$ cat src/rtl/tdc_meas_seq_if.sv
// Result handshake between the TDC measurement sequencer (master) and its consumer (slave).
interface tdc_meas_seq_if #(
    parameter int CH_W   = 1,
    parameter int DATA_W = 9
);
    logic              res_valid;
    logic              res_ready;
    logic [CH_W-1:0]   res_ch;
    logic [DATA_W-1:0] res_data;

    modport master (output res_valid, res_ch, res_data, input res_ready);
    modport slave  (input res_valid, res_ch, res_data, output res_ready);
endinterface

$ cat src/rtl/tdc_meas_seq.sv
// Multi-channel TDC measurement sequencer: launches 2**ACC_LOG2 pulses per enabled channel,
// converts each thermometer tap word to a leading-ones count and returns the per-channel sum.
module tdc_meas_seq #(
    parameter int N_CH      = 2,
    parameter int DL_LEN    = 32,
    parameter int CNT_W     = $clog2(DL_LEN + 1),
    parameter int ACC_LOG2  = 3,
    parameter int TOG_DIV_W = 8,
    parameter int CH_W      = (N_CH > 1) ? $clog2(N_CH) : 1
) (
    input  logic                   clk,
    input  logic                   rst_n,
    input  logic                   cfg_pls_src,
    input  logic                   cfg_bypass,
    input  logic [N_CH-1:0]        cfg_ch_en,
    input  logic [TOG_DIV_W-1:0]   cfg_tog_div,
    input  logic                   start,
    input  logic                   pg_in,
    input  logic [N_CH*DL_LEN-1:0] dl_tap_i,
    output logic [N_CH-1:0]        launch_o,
    output logic                   busy,
    output logic                   done,
    output logic                   err_bubble,
    tdc_meas_seq_if.master         res_if
);
    localparam int ACC_W = CNT_W + ACC_LOG2;

    typedef enum logic [2:0] {S_IDLE, S_ARM, S_LAUNCH, S_SETTLE, S_SAMPLE, S_OUT} state_e;

    state_e                state_q, state_d;
    logic                  src_q, src_d, byp_q, byp_d;
    logic [N_CH-1:0]       en_q, en_d;
    logic [TOG_DIV_W-1:0]  div_cfg_q, div_cfg_d, div_cnt_q, div_cnt_d;
    logic [CH_W-1:0]       ch_q, ch_d;
    logic [ACC_W-1:0]      acc_q, acc_d;
    logic [ACC_LOG2-1:0]   smp_q, smp_d;
    logic [DL_LEN-1:0]     tap_q, tap_d;
    logic [N_CH-1:0]       launch_q, launch_d;
    logic                  done_q, done_d, err_q, err_d, pg_prev_q;

    logic [CH_W-1:0]       first_ch, next_ch;
    logic                  next_ok, seen_zero, bubble, arm_go;
    logic [DL_LEN-1:0]     tap_sel, smp_word;
    logic [CNT_W-1:0]      cnt;

    // Channel search, tap selection and thermometer-to-count conversion.
    always_comb begin
        // NOTE: every combinational output gets a default first so no path can infer a latch.
        first_ch  = '0;
        next_ch   = '0;
        next_ok   = 1'b0;
        tap_sel   = '0;
        cnt       = '0;
        seen_zero = 1'b0;
        bubble    = 1'b0;
        for (int c = N_CH - 1; c >= 0; c--) begin
            if (cfg_ch_en[c]) first_ch = CH_W'(c);
            if (en_q[c] && (c > int'(ch_q))) begin
                next_ch = CH_W'(c);
                next_ok = 1'b1;
            end
            if (CH_W'(c) == ch_q) tap_sel = dl_tap_i[c*DL_LEN +: DL_LEN];
        end
        smp_word = byp_q ? tap_q : tap_sel;
        // Count stops at the first 0; any 1 beyond it is a bubble.
        for (int i = 0; i < DL_LEN; i++) begin
            if (!smp_word[i])   seen_zero = 1'b1;
            else if (seen_zero) bubble    = 1'b1;
            else                cnt       = cnt + CNT_W'(1);
        end
        arm_go = src_q ? (div_cnt_q == div_cfg_q) : (pg_in && !pg_prev_q);
    end

    always_comb begin
        state_d   = state_q;
        src_d     = src_q;
        byp_d     = byp_q;
        en_d      = en_q;
        div_cfg_d = div_cfg_q;
        div_cnt_d = '0;
        ch_d      = ch_q;
        acc_d     = acc_q;
        smp_d     = smp_q;
        tap_d     = tap_q;
        err_d     = err_q;
        done_d    = 1'b0;
        unique case (state_q)
            S_IDLE: if (start && (cfg_ch_en != '0)) begin
                src_d     = cfg_pls_src;
                byp_d     = cfg_bypass;
                en_d      = cfg_ch_en;
                div_cfg_d = cfg_tog_div;
                ch_d      = first_ch;
                acc_d     = '0;
                smp_d     = '0;
                err_d     = 1'b0;
                state_d   = S_ARM;
            end
            S_ARM: begin
                if (arm_go) state_d   = S_LAUNCH;
                else        div_cnt_d = div_cnt_q + TOG_DIV_W'(1);
            end
            S_LAUNCH: state_d = byp_q ? S_SETTLE : S_SAMPLE;
            S_SETTLE: begin
                tap_d   = tap_sel;
                state_d = S_SAMPLE;
            end
            S_SAMPLE: begin
                acc_d = acc_q + ACC_W'(cnt);
                err_d = err_q | bubble;
                if (smp_q == '1) begin
                    state_d = S_OUT;
                end else begin
                    smp_d   = smp_q + ACC_LOG2'(1);
                    state_d = S_ARM;
                end
            end
            S_OUT: if (res_if.res_ready) begin
                if (next_ok) begin
                    ch_d    = next_ch;
                    acc_d   = '0;
                    smp_d   = '0;
                    state_d = S_ARM;
                end else begin
                    done_d  = 1'b1;
                    state_d = S_IDLE;
                end
            end
            default: state_d = S_IDLE;
        endcase
        // Launch is registered: it rises together with the LAUNCH state and lasts one cycle.
        for (int c = 0; c < N_CH; c++) launch_d[c] = (state_d == S_LAUNCH) && (CH_W'(c) == ch_q);
    end

    // NOTE: sequential state uses non-blocking assignments so all flops update from pre-edge values.
    always_ff @(posedge clk or negedge rst_n) begin
        if (!rst_n) begin
            state_q   <= S_IDLE;
            src_q     <= 1'b0;
            byp_q     <= 1'b0;
            en_q      <= '0;
            div_cfg_q <= '0;
            div_cnt_q <= '0;
            ch_q      <= '0;
            acc_q     <= '0;
            smp_q     <= '0;
            tap_q     <= '0;
            launch_q  <= '0;
            done_q    <= 1'b0;
            err_q     <= 1'b0;
            pg_prev_q <= 1'b0;
        end else begin
            state_q   <= state_d;
            src_q     <= src_d;
            byp_q     <= byp_d;
            en_q      <= en_d;
            div_cfg_q <= div_cfg_d;
            div_cnt_q <= div_cnt_d;
            ch_q      <= ch_d;
            acc_q     <= acc_d;
            smp_q     <= smp_d;
            tap_q     <= tap_d;
            launch_q  <= launch_d;
            done_q    <= done_d;
            err_q     <= err_d;
            pg_prev_q <= pg_in;
        end
    end

    assign launch_o         = launch_q;
    assign done             = done_q;
    assign err_bubble       = err_q;
    assign busy             = (state_q != S_IDLE);
    assign res_if.res_valid = (state_q == S_OUT);
    assign res_if.res_ch    = ch_q;
    assign res_if.res_data  = acc_q;
endmodule
$ cat src/flat_wrapper.sv
// flat-port wrapper written by rule: the top's interface ports become plain ports
module tdc_meas_seq_flat 
#(
    parameter int N_CH      = 2,
    parameter int DL_LEN    = 32,
    parameter int CNT_W     = $clog2(DL_LEN + 1),
    parameter int ACC_LOG2  = 3,
    parameter int TOG_DIV_W = 8,
    parameter int CH_W      = (N_CH > 1) ? $clog2(N_CH) : 1
)
  (clk, rst_n, cfg_pls_src, cfg_bypass, cfg_ch_en, cfg_tog_div, start, pg_in, dl_tap_i, launch_o, busy, done, err_bubble, res_if_res_valid, res_if_res_ch, res_if_res_data, res_if_res_ready);
  tdc_meas_seq_if #(.CH_W(CH_W)) res_if_i ();
  input  logic clk;
  input  logic rst_n;
  input  logic cfg_pls_src;
  input  logic cfg_bypass;
  input  logic [N_CH-1:0] cfg_ch_en;
  input  logic [TOG_DIV_W-1:0] cfg_tog_div;
  input  logic start;
  input  logic pg_in;
  input  logic [N_CH*DL_LEN-1:0] dl_tap_i;
  output logic [N_CH-1:0] launch_o;
  output logic busy;
  output logic done;
  output logic err_bubble;
  output wire logic [$bits(res_if_i.res_valid)-1:0] res_if_res_valid;
  output wire logic [$bits(res_if_i.res_ch)-1:0] res_if_res_ch;
  output wire logic [$bits(res_if_i.res_data)-1:0] res_if_res_data;
  input wire logic [$bits(res_if_i.res_ready)-1:0] res_if_res_ready;
  assign res_if_res_valid = res_if_i.res_valid;
  assign res_if_res_ch = res_if_i.res_ch;
  assign res_if_res_data = res_if_i.res_data;
  assign res_if_i.res_ready = res_if_res_ready;
  tdc_meas_seq #(.N_CH(N_CH), .DL_LEN(DL_LEN), .CNT_W(CNT_W), .ACC_LOG2(ACC_LOG2), .TOG_DIV_W(TOG_DIV_W), .CH_W(CH_W)) u_core (.clk(clk), .rst_n(rst_n), .cfg_pls_src(cfg_pls_src), .cfg_bypass(cfg_bypass), .cfg_ch_en(cfg_ch_en), .cfg_tog_div(cfg_tog_div), .start(start), .pg_in(pg_in), .dl_tap_i(dl_tap_i), .launch_o(launch_o), .busy(busy), .done(done), .err_bubble(err_bubble), .res_if(res_if_i));
endmodule
$ cat config.mk
export PLATFORM = sky130hd
export DESIGN_NAME = tdc_meas_seq_flat
export DESIGN_NICKNAME = d
export VERILOG_FILES = /design/src/rtl/tdc_meas_seq_if.sv /design/src/rtl/tdc_meas_seq.sv /design/src/flat_wrapper.sv
export SDC_FILE = /design/constraint.sdc
export NUM_CORES = 1
export LEC_CHECK = 0
export CORE_AREA = 2 2 136 112
export DETAILED_ROUTE_END_ITERATION = 6
export DIE_AREA = 0 0 138 114
export GPL_ROUTABILITY_DRIVEN = 1
export GPL_TIMING_DRIVEN = 0
export PLACE_DENSITY = 0.81
export REMOVE_ABC_BUFFERS = 1
export SLEW_MARGIN = 20
export SYNTH_ARGS = -nofsm -noshare
export SYNTH_HDL_FRONTEND = slang
export SYNTH_SLANG_ARGS = --single-unit
$ cat constraint.sdc
create_clock -name clk -period 20.3 [get_ports clk]
set_input_delay 3.045 -clock clk [delete_from_list [all_inputs] [get_ports clk]]
set_output_delay 3.045 -clock clk [all_outputs]
set_load 0.02 [all_outputs]
# Word-level counts from Yosys, hierarchy flattened
# Cells that the tools add are included.
# word_totals
reg_bits,73
in_bits,81
output_inout_bits,16
# classes
add_sub_neg,34
n_lt_le_gt_ge,1
eq_ne,12
muxes,188
bitwise_logic,2
reduce_logical,17
# op_table
op,n
$mux 6,62
$add 6x1->6 const B,30
$mux 1,105
$mux 32,2
$mux 3,9
$mux 9,3
$pmux 9 s3,1
$pmux 3 s6,1
$mux 8,2
$add 9x6->9,1
$eq 3x2->1 const B,3
$eq 3x3->1 const B,3
$pmux 3 s3,1
$add 8x1->8 const B,1
$eq 8x8->1,1
$reduce_and 4->1,2
$ne 2x1->1 const B,3
$reduce_bool 2->1,3
$reduce_bool 3->1,2
$logic_and 1x1->1,5
$reduce_and 5->1,1
$pmux 1 s2,2
$reduce_and 2->1,2
$add 3x1->3 const B,1
8 further kinds,8

# Depth between registers and ports, before layout
# depth
ltp_word,98
ltp_mapped,101

# Least setup slack after synthesis
# Ideal clock, no wire load.
# synth_path
path_kind,input -> register
startpoint,in dl_tap_i[32]
endpoint,reg u_core.acc_q[7] (netlist: u_core.res_if.res_data[7])
setup_ns,0.096
arrival_ns,20.039
required_time_ns,20.204
path_slack_ns,0.165
cell_stages,96
path_buffers,0
path_cell_list,mux2_2 -> o21ai_0 -> nand2b_1 -> inv_1 -> ha_1 -> o21a_1 -> ha_1 -> mux2_2 -> a32o_1 -> a2111oi_0 -> nor2_1 -> ha_1 -> nand2_1 -> nand2_1 -> ha_1 -> o21ai_0 -> a21oi_1 -> ha_1 -> [... 60 more ...] -> ha_1 -> o21a_1 -> ha_1 -> nand2_1 -> xnor2_1 -> nand2_1 -> xnor2_1 -> nand3_1 -> nor2_1 -> and4_1 -> a211oi_1 -> xnor3_1 -> ha_1 -> nor2b_1 -> o21ai_0 -> a21o_1 -> nand2_1 -> o31ai_1
# synth_between
elab_chain_cells,98
# synth_rtl
item,line_no,source
start: declaration,flat_wrapper.sv:21,input logic [N_CH*DL_LEN-1:0] dl_tap_i;
$mux 32 *,tdc_meas_seq.sv:62,if (CH_W'(c) == ch_q) tap_sel = dl_tap_i[c*DL_LEN +: DL_LEN];
$mux 32 *,tdc_meas_seq.sv:64,smp_word = byp_q ? tap_q : tap_sel;
$mux 1,tdc_meas_seq.sv:67,if (!smp_word[i]) seen_zero = 1'b1;
$add 1x1->2,tdc_meas_seq.sv:69,else cnt = cnt + CNT_W'(1);
$mux 6,tdc_meas_seq.sv:68,else if (seen_zero) bubble = 1'b1;
$mux 6,tdc_meas_seq.sv:67,
$add 6x1->6,tdc_meas_seq.sv:69,
$mux 6,tdc_meas_seq.sv:68,
[... 82 more ...],--,
$add 6x1->6,tdc_meas_seq.sv:69,
$mux 6,tdc_meas_seq.sv:68,
$mux 6,tdc_meas_seq.sv:67,
$add 6x1->6,tdc_meas_seq.sv:69,
$mux 6,tdc_meas_seq.sv:68,
$mux 6 *,tdc_meas_seq.sv:67,
$add 9x6->9 *,tdc_meas_seq.sv:109,acc_d = acc_q + ACC_W'(cnt);
$pmux 9 s3 *,tdc_meas_seq.sv:87,unique case (state_q)
end signal: assignment,tdc_meas_seq.sv:145,acc_q <= '0;
end signal: assignment,tdc_meas_seq.sv:160,acc_q <= acc_d;
end: declaration,tdc_meas_seq.sv:35,"logic [ACC_W-1:0] acc_q, acc_d;"
# Every way passes the cells marked *; elsewhere a longest branch is shown, timed or not.
# A chain may end at the register's enable or synchronous reset.

# Worst setup path in the final report
# layout_path
startpoint,in dl_tap_i[3]
endpoint,reg u_core.acc_q[7] (netlist: u_core.res_if.res_data[7])
# layout_between
elab_chain_cells,89
# layout_rtl
item,line_no
$mux 32 *,tdc_meas_seq.sv:62
$mux 32 *,tdc_meas_seq.sv:64
$mux 6,tdc_meas_seq.sv:67
$add 6x1->6,tdc_meas_seq.sv:69
$mux 6,tdc_meas_seq.sv:68
$mux 6,tdc_meas_seq.sv:67
$add 6x1->6,tdc_meas_seq.sv:69
$mux 6,tdc_meas_seq.sv:68
[... 73 more ...],--
$add 6x1->6,tdc_meas_seq.sv:69
$mux 6,tdc_meas_seq.sv:68
$mux 6,tdc_meas_seq.sv:67
$add 6x1->6,tdc_meas_seq.sv:69
$mux 6,tdc_meas_seq.sv:68
$mux 6 *,tdc_meas_seq.sv:67
$add 9x6->9 *,tdc_meas_seq.sv:109
$pmux 9 s3 *,tdc_meas_seq.sv:87
# Marks and branches as above.

==> summary.txt <==
Worst setup path
  – CP max stage cell: a2111oi_4
  – Kind of critical path: primary input to register
  – Worst Setup End Kind: register
  – Critical Path RT: 20.54 ns
  – Worst path most repeated cell: ha_4
  – Largest fanout on the critical path: 4
  – Critical Path Source Type: primary input
  – FF-to-FF setup slack: ~1.3 ns
  – CP arrival: 20.57 ns
  – Max stage delay on crit path: between 0.4 and 0.5 ns

STA
  – Max transition margin: a little over a fifth
  – Slew @ Worst Pin: ~1.2 ns
  – Tmin final: roughly 20 ns
  – Crit share post-route: 100%
  – Clk_skew: about 0.012 ns
  – Final setup vio count: 1
  – Fin Setup TNS: -0.0282 ns
  – Final worst slack: -0.0282 ns
  – RSZ-0062 raised after global routing: yes
  – Fin. max-slew vios: 0
  – Fmax: 0.0492 GHz
  – Final Hold Fails: 0

Drt
  – Ratio of routed vias to standard cells: between 6 and 7
  – DRC Markers: 0
  – Drt wl/cell: ~19 um
  – TritonRoute pass-1 iters: 6
  – Initial DRC count: about 910
  – Antenna-violating nets left: 0
  – Vias: approximately 8.2k
  – DRT Wirelength: 24.4 mm

Clock network
  – Total CTS buffers: 9
  – Root buffer cell: clkbuf_16
  – TritonCTS clock tree: yes
  – Worst-skew pair later-pin latency: 0.35 ns
  – CTS hold repair buffers: 0
  – Clock-pin slew on the worst setup and hold paths: approximately 0.070 ns
  – CTS sink cnt: 72
  – H-tree depth: 3
  – Clock buffer depth: 2

Power and ir drop
  – P_int: 939 uW
  – Clk pwr share: under 10%
  – Pwr Density: roughly 180 nW/um^2
  – Flop pwr share: 13.9%
  – Leak pwr: 4.33 nW
  – Sw Share: 49.2%
  – VDD IR max: 0.0829 mV
  – Sw Pwr: 908 uW
  – Comb power frac: between 70 and 80%

Final layout
  – Layout cell share with drive strength beyond 1: 23.6%
  – Layout area overhead: 29.0%
  – Fin nets: 1202
  – Fin area: 10500 sq um
  – Fillers: 991
  – Ant. Diodes: 0

Global route
  – First-pass GRT wire length: approximately 37 mm
  – Grt ovf: 0
  – Vias in the first global route: ~7.4k
  – All-Layer GR Usage: between 20% and 30%
  – Initial antenna violation count: 0
  – Largest net degree at the start of global routing: just under 60

Status
  – Failing checks: negative setup slack
  – Outcome: complete, but fails checks

Synthesis
  – Seq/Total Area, Yosys: 22.1%
  – Syn avg cell area: 8.48 sq um
  – Top post-synthesis cells by count: 92 x mux2_2, 92 x nor2_1, 88 x nand2_1
  – Synth unique cells: a little under 80
  – Synth Instances: roughly 960
  – Cell accounting for the most synthesized area: dfrtp_1
  – Synth top area share: 22.1%
  – Main flop type after synthesis: dfrtp_1
  – Synth Register Bits: 72
  – Post-synth EDFFs: 0
  – Async SR Flop Fraction: 100%
  – Synth area leaders: dfrtp_1 22%, mux2_2 13%, ha_1 5.8%
  – Post-Syn Area: roughly 8200 sq um
  – YS warnings: 0

Placed design
  – Place WS: -2.79 ns
  – Cell Area, Placed: slightly above 9000 sq um
  – Port bufs: between 90 and 100
  – Gpl congestion: 0.974
  – HPWL Detailed: 15.9 mm

Hold path
  – HP Class: register to register

Die
  – Chip Height: 114 um
  – Core ar.: between 10000 and 15000 sq um
  – Die Footprint: 15700 sq um
  – Top-Level Pins: 97
  – FP Rows: 40
  – Die width: about 140 um
  – Initial core utilization: between 50% and 60%

Flow run
  – Max cap viols: 0
==> critical path: cells and delay by family <==
kind                       cells  cell delay (ns)
adders and majority gates     20             5.41
AOI/OAI and AO/OA             39             6.78
muxes                         12             2.60
xor gates and xnor gates       1             0.17
buffers and inverters          6             0.96
and+or+nand+nor               17             1.57
==> sequential cells by signal (all words and copies together), names as in the netlist, 2 cells and up <==
signal and flops:
u_core.div_cfg_q 8, u_core.div_cnt_q 8, u_core.launch_o 2, u_core.res_if.res_data 9, u_core.smp_q 3, u_core.state_q 3, u_core.tap_q 32
==> cells by family (layout without fill, tap and decap cells) <==
kind of cell | after synthesis | in the layout | share of synthesized area [%]
AND/OR/NAND/NOR | 367 | 367 | 22.6
AO/OA/AOI/OAI | 197 | 197 | 16.1
multiplexers | 136 | 136 | 18.4
XOR/XNOR | 85 | 85 | 11.2
flip-flops | 72 | 72 | 22.1
buffers and inverters | 64 | 189 | 3.27
adder cells (fa/ha/maj) | 41 | 41 | 6.32
==> what timing repair did <==
item / in CTS / in global routing
endpoints found under the setup margin: 8 / 8
resized for setup: 45 / 84
setup buffers: 15 / 23
pin swaps: 23 / 76
==> metal layers <==
layer	vias up	global-route usage (%)	share of wire, %
met5	-	0	0
met4	0	6.73	2.9
met3	90	4.24	7.7
met2	411	44.3	46
met1	3935	40.2	43
li1	3788	-	-
==> per-stage QoR <==
stage	hold slack (ns)	std cells	utilization, %	power, mW
2_1_floorplan	0.441	934	-	1.00
3_3_place_gp	0.454	1219	63.6	1.21
3_5_place_dp	0.463	1222	64.1	1.24
4_1_cts	0.479	1253	68.7	1.56
5_1_grt	0.511	1276	72.5	1.96
6_report	0.479	1276	72.5	1.85
==> worst paths after layout <==
check / from / to / depth (start not counted)
setup / recovery: dl_tap_i[3] / u_core.res_if.res_data[7] / 95
hold / removal: u_core.tap_q[7] / u_core.tap_q[7] / 2
setup reg to reg: u_core.byp_q / u_core.res_if.res_data[7] / 95
hold reg to reg: u_core.tap_q[7] / u_core.tap_q[7] / 2
max in group asynchronous: rst_n / u_core.byp_q / 2
min in group asynchronous: rst_n / u_core.res_if.res_data[3] / 1
==> layout by cell type, fill, tap and decap left out, drive strengths merged, types with 6 or more instances in the layout <==
cell type and count:
a21oi 36, nor3 34, o21a 9, xnor2 42
xor2 33, nand2b 18, a21boi 6, o211ai 21
dfrtp 72, inv 40, nor4 18, clkbuf 11
xnor3 8, a211oi 12, a31oi 8, ha 38
a21o 10, a22o 6, nand2 88, mux2i 42
nand3 35, and2 9, nand4 14, and3 15
nor2 93, mux2 94, nor3b 6, a2111oi 6
nor2b 11, clkdlybuf4s50 89, o21ai 51, buf 42
==> power by group through the flow <==
stage	clock network, mW	registers (mW)	logic [mW]
final	0.168	0.256	1.42
after global routing	0.175	0.263	1.52
after CTS	0.169	0.252	1.14
after detailed placement	0	0.253	0.991
after global placement	0	0.256	0.955
after floorplan	0	0.249	0.753
==> layout make-up <==
cell class	instances	area, sq um	share of cell area (%)
well taps	189	236	2.25
flip-flops and latches	72	1800	17.1
multi-input cells	826	6710	63.7
clock buffers	9	225	2.14
repair buffers	137	1330	12.7
inverters	36	135	1.28
clock inverters	7	86.3	0.820
(Power assumes the default switching activity.)
